**config.mk**
```make
export PLATFORM = sky130hd
export DESIGN_NAME = char_bbox_detect
export DESIGN_NICKNAME = d
export VERILOG_FILES = /design/src/rtl/char_bbox_detect.sv
export SDC_FILE = /design/constraint.sdc
export NUM_CORES = 1
export LEC_CHECK = 0
export CAP_MARGIN = 20
export CORE_UTILIZATION = 45
export CTS_CLUSTER_SIZE = 30
export DETAILED_ROUTE_END_ITERATION = 8
export DONT_BUFFER_PORTS = 1
export GPL_TIMING_DRIVEN = 0
export PLACE_DENSITY_LB_ADDON = 0.25
export SYNTH_ARGS = -nofsm -noshare
export SYNTH_HDL_FRONTEND = slang
export SYNTH_SLANG_ARGS = --single-unit
```
**constraint.sdc**
```tcl
create_clock -name clk -period 6.1 [get_ports clk]
set_input_delay 1.22 -clock clk [delete_from_list [all_inputs] [get_ports clk]]
set_output_delay 1.22 -clock clk [all_outputs]
set_load 0.005 [all_outputs]
```
**src/rtl/char_bbox_detect.sv**
```systemverilog
// Tracks the min/max column and row of foreground pixels over a frame and latches
// the box at frame end (VSync rise); the latched box holds for the following frame.
module char_bbox_detect #(
  parameter int H_ACTIVE   = 1280,
  parameter int V_ACTIVE   = 720,
  parameter int MIN_PIXELS = 16
) (
  input  logic        clk,
  input  logic        rst_n,
  input  logic        Y,
  input  logic        HSync,
  input  logic        VSync,
  input  logic        VDE,
  output logic [12:0] x_min1,
  output logic [12:0] x_max1,
  output logic [12:0] y_min1,
  output logic [12:0] y_max1,
  output logic        box_found,
  output logic        box_valid,
  output logic [20:0] pix_count
);

  localparam logic [12:0] X_LAST  = 13'(H_ACTIVE - 1);
  localparam logic [12:0] Y_LAST  = 13'(V_ACTIVE - 1);
  localparam logic [12:0] Y_END   = 13'(V_ACTIVE);
  localparam logic [20:0] CNT_MAX = '1;
  localparam logic [20:0] MIN_CNT = 21'(MIN_PIXELS);

  typedef enum logic [1:0] {IDLE, ARMED, SCAN} state_t;

  state_t      state, state_nxt;
  logic        vsync_d, vde_d;
  logic [12:0] xc, yc;
  logic [12:0] rx_min, rx_max, ry_min, ry_max;
  logic [20:0] rcnt;
  logic        arm_init, do_latch;

  logic pix, hit, vs_rise, vs_fall, vde_fall;
  assign pix      = HSync & VDE & ~VSync;
  assign hit      = pix & Y & (yc < Y_END);
  assign vs_rise  = VSync & ~vsync_d;
  assign vs_fall  = ~VSync & vsync_d;
  assign vde_fall = ~VDE & vde_d;

  always_ff @(posedge clk or negedge rst_n) begin
    if (!rst_n) begin
      state   <= IDLE;
      vsync_d <= 1'b0;
      vde_d   <= 1'b0;
    end else begin
      state   <= state_nxt;
      vsync_d <= VSync;
      vde_d   <= VDE;
    end
  end

  // A latch is only possible from SCAN, which is reachable only via a VSync fall,
  // so a frame cut by reset never gets latched.
  always_comb begin
    state_nxt = state;
    arm_init  = 1'b0;
    do_latch  = 1'b0;
    case (state)
      IDLE:  if (VSync) state_nxt = ARMED;
      ARMED: if (vs_fall) begin
               state_nxt = SCAN;
               arm_init  = 1'b1;
             end
      SCAN:  if (vs_rise) begin
               state_nxt = ARMED;
               do_latch  = 1'b1;
             end
      default: state_nxt = IDLE;
    endcase
  end

  always_ff @(posedge clk or negedge rst_n) begin
    if (!rst_n) begin
      xc <= '0;
      yc <= '0;
    end else begin
      if (vde_fall)
        xc <= '0;
      else if (pix && xc != X_LAST)
        xc <= xc + 13'd1;
      if (VSync)
        yc <= '0;
      else if (vde_fall && yc != Y_END)
        yc <= yc + 13'd1;
    end
  end

  always_ff @(posedge clk or negedge rst_n) begin
    if (!rst_n) begin
      rx_min <= X_LAST;
      rx_max <= '0;
      ry_min <= Y_LAST;
      ry_max <= '0;
      rcnt   <= '0;
    end else if (arm_init) begin
      rx_min <= X_LAST;
      rx_max <= '0;
      ry_min <= Y_LAST;
      ry_max <= '0;
      rcnt   <= '0;
    end else if (hit) begin
      if (xc < rx_min) rx_min <= xc;
      if (xc > rx_max) rx_max <= xc;
      if (yc < ry_min) ry_min <= yc;
      if (yc > ry_max) ry_max <= yc;
      if (rcnt != CNT_MAX) rcnt <= rcnt + 21'd1;
    end
  end

  always_ff @(posedge clk or negedge rst_n) begin
    if (!rst_n) begin
      x_min1    <= '0;
      x_max1    <= '0;
      y_min1    <= '0;
      y_max1    <= '0;
      box_found <= 1'b0;
      box_valid <= 1'b0;
      pix_count <= '0;
    end else begin
      box_valid <= do_latch;
      if (do_latch) begin
        pix_count <= rcnt;
        box_found <= (rcnt >= MIN_CNT);
        // Sparse frames keep the previous box so the recognizer is not fed noise.
        if (rcnt >= MIN_CNT) begin
          x_min1 <= rx_min;
          x_max1 <= rx_max;
          y_min1 <= ry_min;
          y_max1 <= ry_max;
        end
      end
    end
  end

endmodule

```
==> summary.md <==
| Metric | Value |
|---|---|
| Outcome | completed |
| Post-route ant nets | 0 |
| Post-Synthesis Cells | 896 |
| WP data arrival | 3130 ps |
| Vias in the first global route | 6255 |
| Worst hold path class | in -> async |
| Setup violators final | 0 |
| Maximum clock path buffer count | 2 |
| Top cell family by delay on the critical path | simple AND/OR/NAND/NOR gates |
| PortBufs | 0 |
| Die H | 144 um |
| Reg area | 4470 um^2 |
| Crit path capture type | flip-flop |
| Layout cells sized above 1 | 11.6% |
| Root Driver | clkbuf_16 |
| Achievable Freq | 362 MHz |
| FILL cells | 1819 |
| Crit start category | primary input |
| Slew Viols, Final | 0 |
| Most used DFF post-synth | dfrtp_1 |
| Die Area | 20700 um^2 |
| Clock latency on the worst-skew pair | 450 ps |
| Crit-path max cell delay | 460 ps |
| Post-CTS Hold Fix Bufs | 0 |
| Max IR drop VDD | 0.198 mV |
| Final WL | 21100 um |
| Post-synth EDFFs | 0 |
| # IOs | 81 |
| Post-Syn Nets | 957 |
| Slowest-stage cell, CP | nor3b_4 |
| Routed WL per cell | 17.7 um |
| Distinct cells, synth | 62 |
| Number of buffers created by CTS | 17 |
| Core area | 19600 um^2 |
| Vias | 6436 |
| DRC | 0 |
| Smallest hold slack | 483 ps |
| Avg Synthesized Cell Area | 10.1 um^2 |
| Final Cycle Share | 45.3% |
| Critical setup path kind | in -> reg |
| #FFs+latches synth | 178 |
| Post-synthesis sequential area ratio | 49.4% |
| # clock sinks | 178 |
| Headroom to the max-slew limit | 44.7% |
| Leakage | 4.60 nW |
| Multi-input logic area | 4150 um^2 |
| Critical path, cell by cell | buf_6 > nand3b_4 > nor3b_4 > nand3_2 > a221oi_4 > buf_6 > mux2i_1 |
| Iteration count of the initial detailed-routing pass | 5 |
| Min cycle time layout | 2770 ps |
| DIE WIDTH | 144 um |
| Synth Cell Area | 9060 um^2 |
| Syn-to-layout area delta | 10.1% |
| Most used cell, CP | buf_6 |
| Global-route wire length before repair | 34400 um |
| CTS clk-pin slew, worst paths | 70 ps |
| Yosys Warn Count | 0 |
| Post-cts resize count | 0 |
| Gr usage total | 22.1% |
| Drt via density | 5.39 |
| Initial Utilization | 46.2% |
| CP bufs+invs | 2 |
| Antenna cells | 0 |
| Max Cap Violations | 0 |
| DP Wirelength | 15000 um |
| Post-synth ARST share | 100% |
| # H-tree levels | 4 |
| Worst-Margin Slew | 830 ps |
| Post-CTS setup buffer count | 0 |
| Nets | 976 |
| Total negative setup slack | 0 ps |
| Pin count of the biggest net entering global routing | 179 |
| Number of DRC markers in iteration 0 | 497 |
| Req. time, crit path | 6460 ps |
| Initial antenna violation count | 0 |
| Cell Pwr Density | 256 nW/um^2 |
| Reg-to-reg slack, setup | 3580 ps |
| Final Hold Fails | 0 |
| Grt total ovfl | 0 |
| Post-layout power | 0.00255 W |
| R2r endpoint | ry_min[5] |
| Reg2Reg Depth | 7 |
| CP max FO | 10 |
| Placer Congestion | 0.840 |
| RSZ-0062 raised after global routing | no |
| Clock Skew | 10.4 ps |
| Num rows | 51 |
| Critical Path Stages | 7 |
| CTS tree | yes |
| Worst R2R Start | yc[2] |
area by class of cell:
| class | instances | area share, % |
|---|---|---|
| clock buffer | 22 | 4.85 |
| multi-input combinational | 618 | 41.6 |
| inverter | 60 | 2.26 |
| sequential | 178 | 44.8 |
| buffer | 40 | 2.11 |
| clock inverter | 10 | 1.02 |
| tap | 265 | 3.32 |
per-layer routing:
layer | wire (um) | up-vias | global-route usage [%]
met2 | 9680 | 120 | 34.4
met1 | 10200 | 3174 | 30.6
li1 | - | 3121 | -
met4 | 284 | 0 | 6.05
met5 | 0 | - | 0
met3 | 1000 | 21 | 5.56
per-stage QoR:
| step | worst slack, ps | cells | instance area (um^2) | utilization [%] |
|---|---|---|---|---|
| after floorplan | 3340 | 896 | 9060 | - |
| after global placement | 2820 | 1161 | 9390 | 47.9 |
| after detailed placement | 2860 | 1161 | 9390 | 47.9 |
| after CTS | 3310 | 1193 | 9980 | 50.9 |
| after global routing | 3200 | 1193 | 9980 | 50.9 |
| final | 3330 | 1193 | 9980 | 50.9 |
worst reg2reg max path: stages, from the launching register on:
cell	delay [ps]
dfrtp_1	500
ha_1	360
a21o_1	160
a31oi_1	270
o21ai_1	200
a221oi_4	510
buf_6	240
mux2i_1	200
cells by family (layout without fill, tap and decap cells):
| group | Yosys count | in the layout | share of synthesized area [%] |
|---|---|---|---|
| AOI/OAI and AO/OA | 130 | 130 | 9.31 |
| adders and majority gates | 55 | 55 | 7.60 |
| xor gates and xnor gates | 22 | 22 | 2.13 |
| buffers and inverters | 100 | 132 | 4.81 |
| DFF | 178 | 178 | 49.4 |
| muxes | 79 | 79 | 9.07 |
| and+or+nand+nor | 332 | 332 | 17.7 |
flip-flops by register name, indices dropped and copies added (netlist names):
register,cells
ry_min,13
ry_max,13
box_found,1
box_valid,1
vsync_d,1
rx_max,13
vde_d,1
pix_count,21
xc,13
y_min1,13
yc,13
y_max1,13
x_max1,13
rcnt,21
rx_min,13
state,2
x_min1,13
where the power goes:
| group | internal (W) | switching [W] | leakage [nW] |
|---|---|---|---|
| logic | 0.0000716 | 0.000117 | 1.90 |
| clock network | 0.000609 | 0.000475 | 0.279 |
| registers | 0.00124 | 0.0000375 | 2.42 |
| total | 0.00192 | 0.000629 | 4.60 |
cells in the mapped netlist (3+ instances only):
| cell type | instances | area [um^2] |
|---|---|---|
| dfrtp_1 | 162 | 4050 |
| nand2_1 | 140 | 526 |
| nor2_1 | 72 | 270 |
| inv_1 | 60 | 225 |
| o21ai_0 | 57 | 285 |
| ha_1 | 55 | 688 |
| mux2i_1 | 54 | 541 |
| mux2_2 | 25 | 282 |
| a21oi_1 | 24 | 120 |
| nand3_1 | 23 | 115 |
| clkbuf_1 | 22 | 82.6 |
| nand4_1 | 19 | 119 |
| dfstp_2 | 16 | 420 |
| nand2b_1 | 15 | 93.8 |
| xor2_1 | 14 | 123 |
| nor3_1 | 13 | 65.1 |
| a21o_1 | 8 | 60.1 |
| xnor2_1 | 8 | 70.1 |
| or3_1 | 7 | 43.8 |
| and3_1 | 6 | 37.5 |
| and4_1 | 6 | 52.6 |
| buf_2 | 6 | 30.0 |
| nor4_1 | 6 | 37.5 |
| buf_6 | 5 | 56.3 |
| o21ai_1 | 5 | 25.0 |
| buf_4 | 4 | 30.0 |
| o31ai_1 | 4 | 30.0 |
| or4_1 | 4 | 30.0 |
| a21oi_2 | 3 | 26.3 |
| buf_1 | 3 | 11.3 |
| o211a_1 | 3 | 30.0 |
| o211ai_1 | 3 | 22.5 |
| o311ai_0 | 3 | 26.3 |
| o41ai_1 | 3 | 26.3 |
cell usage in the layout, fill, tap and decap left out, drive strengths merged, types with 3 or more instances in the layout:
cell type,count
o21ai,63
a31o,3
nand2,140
ha,55
xor2,14
or3,7
o311ai,3
nor2,72
o211a,3
clkinvlp,3
o41ai,3
nor3,13
dfrtp,162
nor3b,3
a21oi,27
or4,6
nand3,25
and2,3
nand2b,15
xnor2,8
buf,18
mux2,25
mux2i,54
inv,62
o31ai,4
nand3b,3
clkbuf,44
and4,7
nand4,19
a21o,8
o211ai,4
dfstp,16
nor4,7
and3,6
clkinv,4
how the worst max path moves through the flow:
stage / start / endpoint
floorplan: VSync / rx_min[10]
global placement: VSync / rx_min[10]
detailed placement: VSync / rx_min[10]
CTS: VSync / rx_min[10]
global route: VSync / rx_min[10]
finish: VSync / rx_min[8]
(Power assumes the default switching activity.)
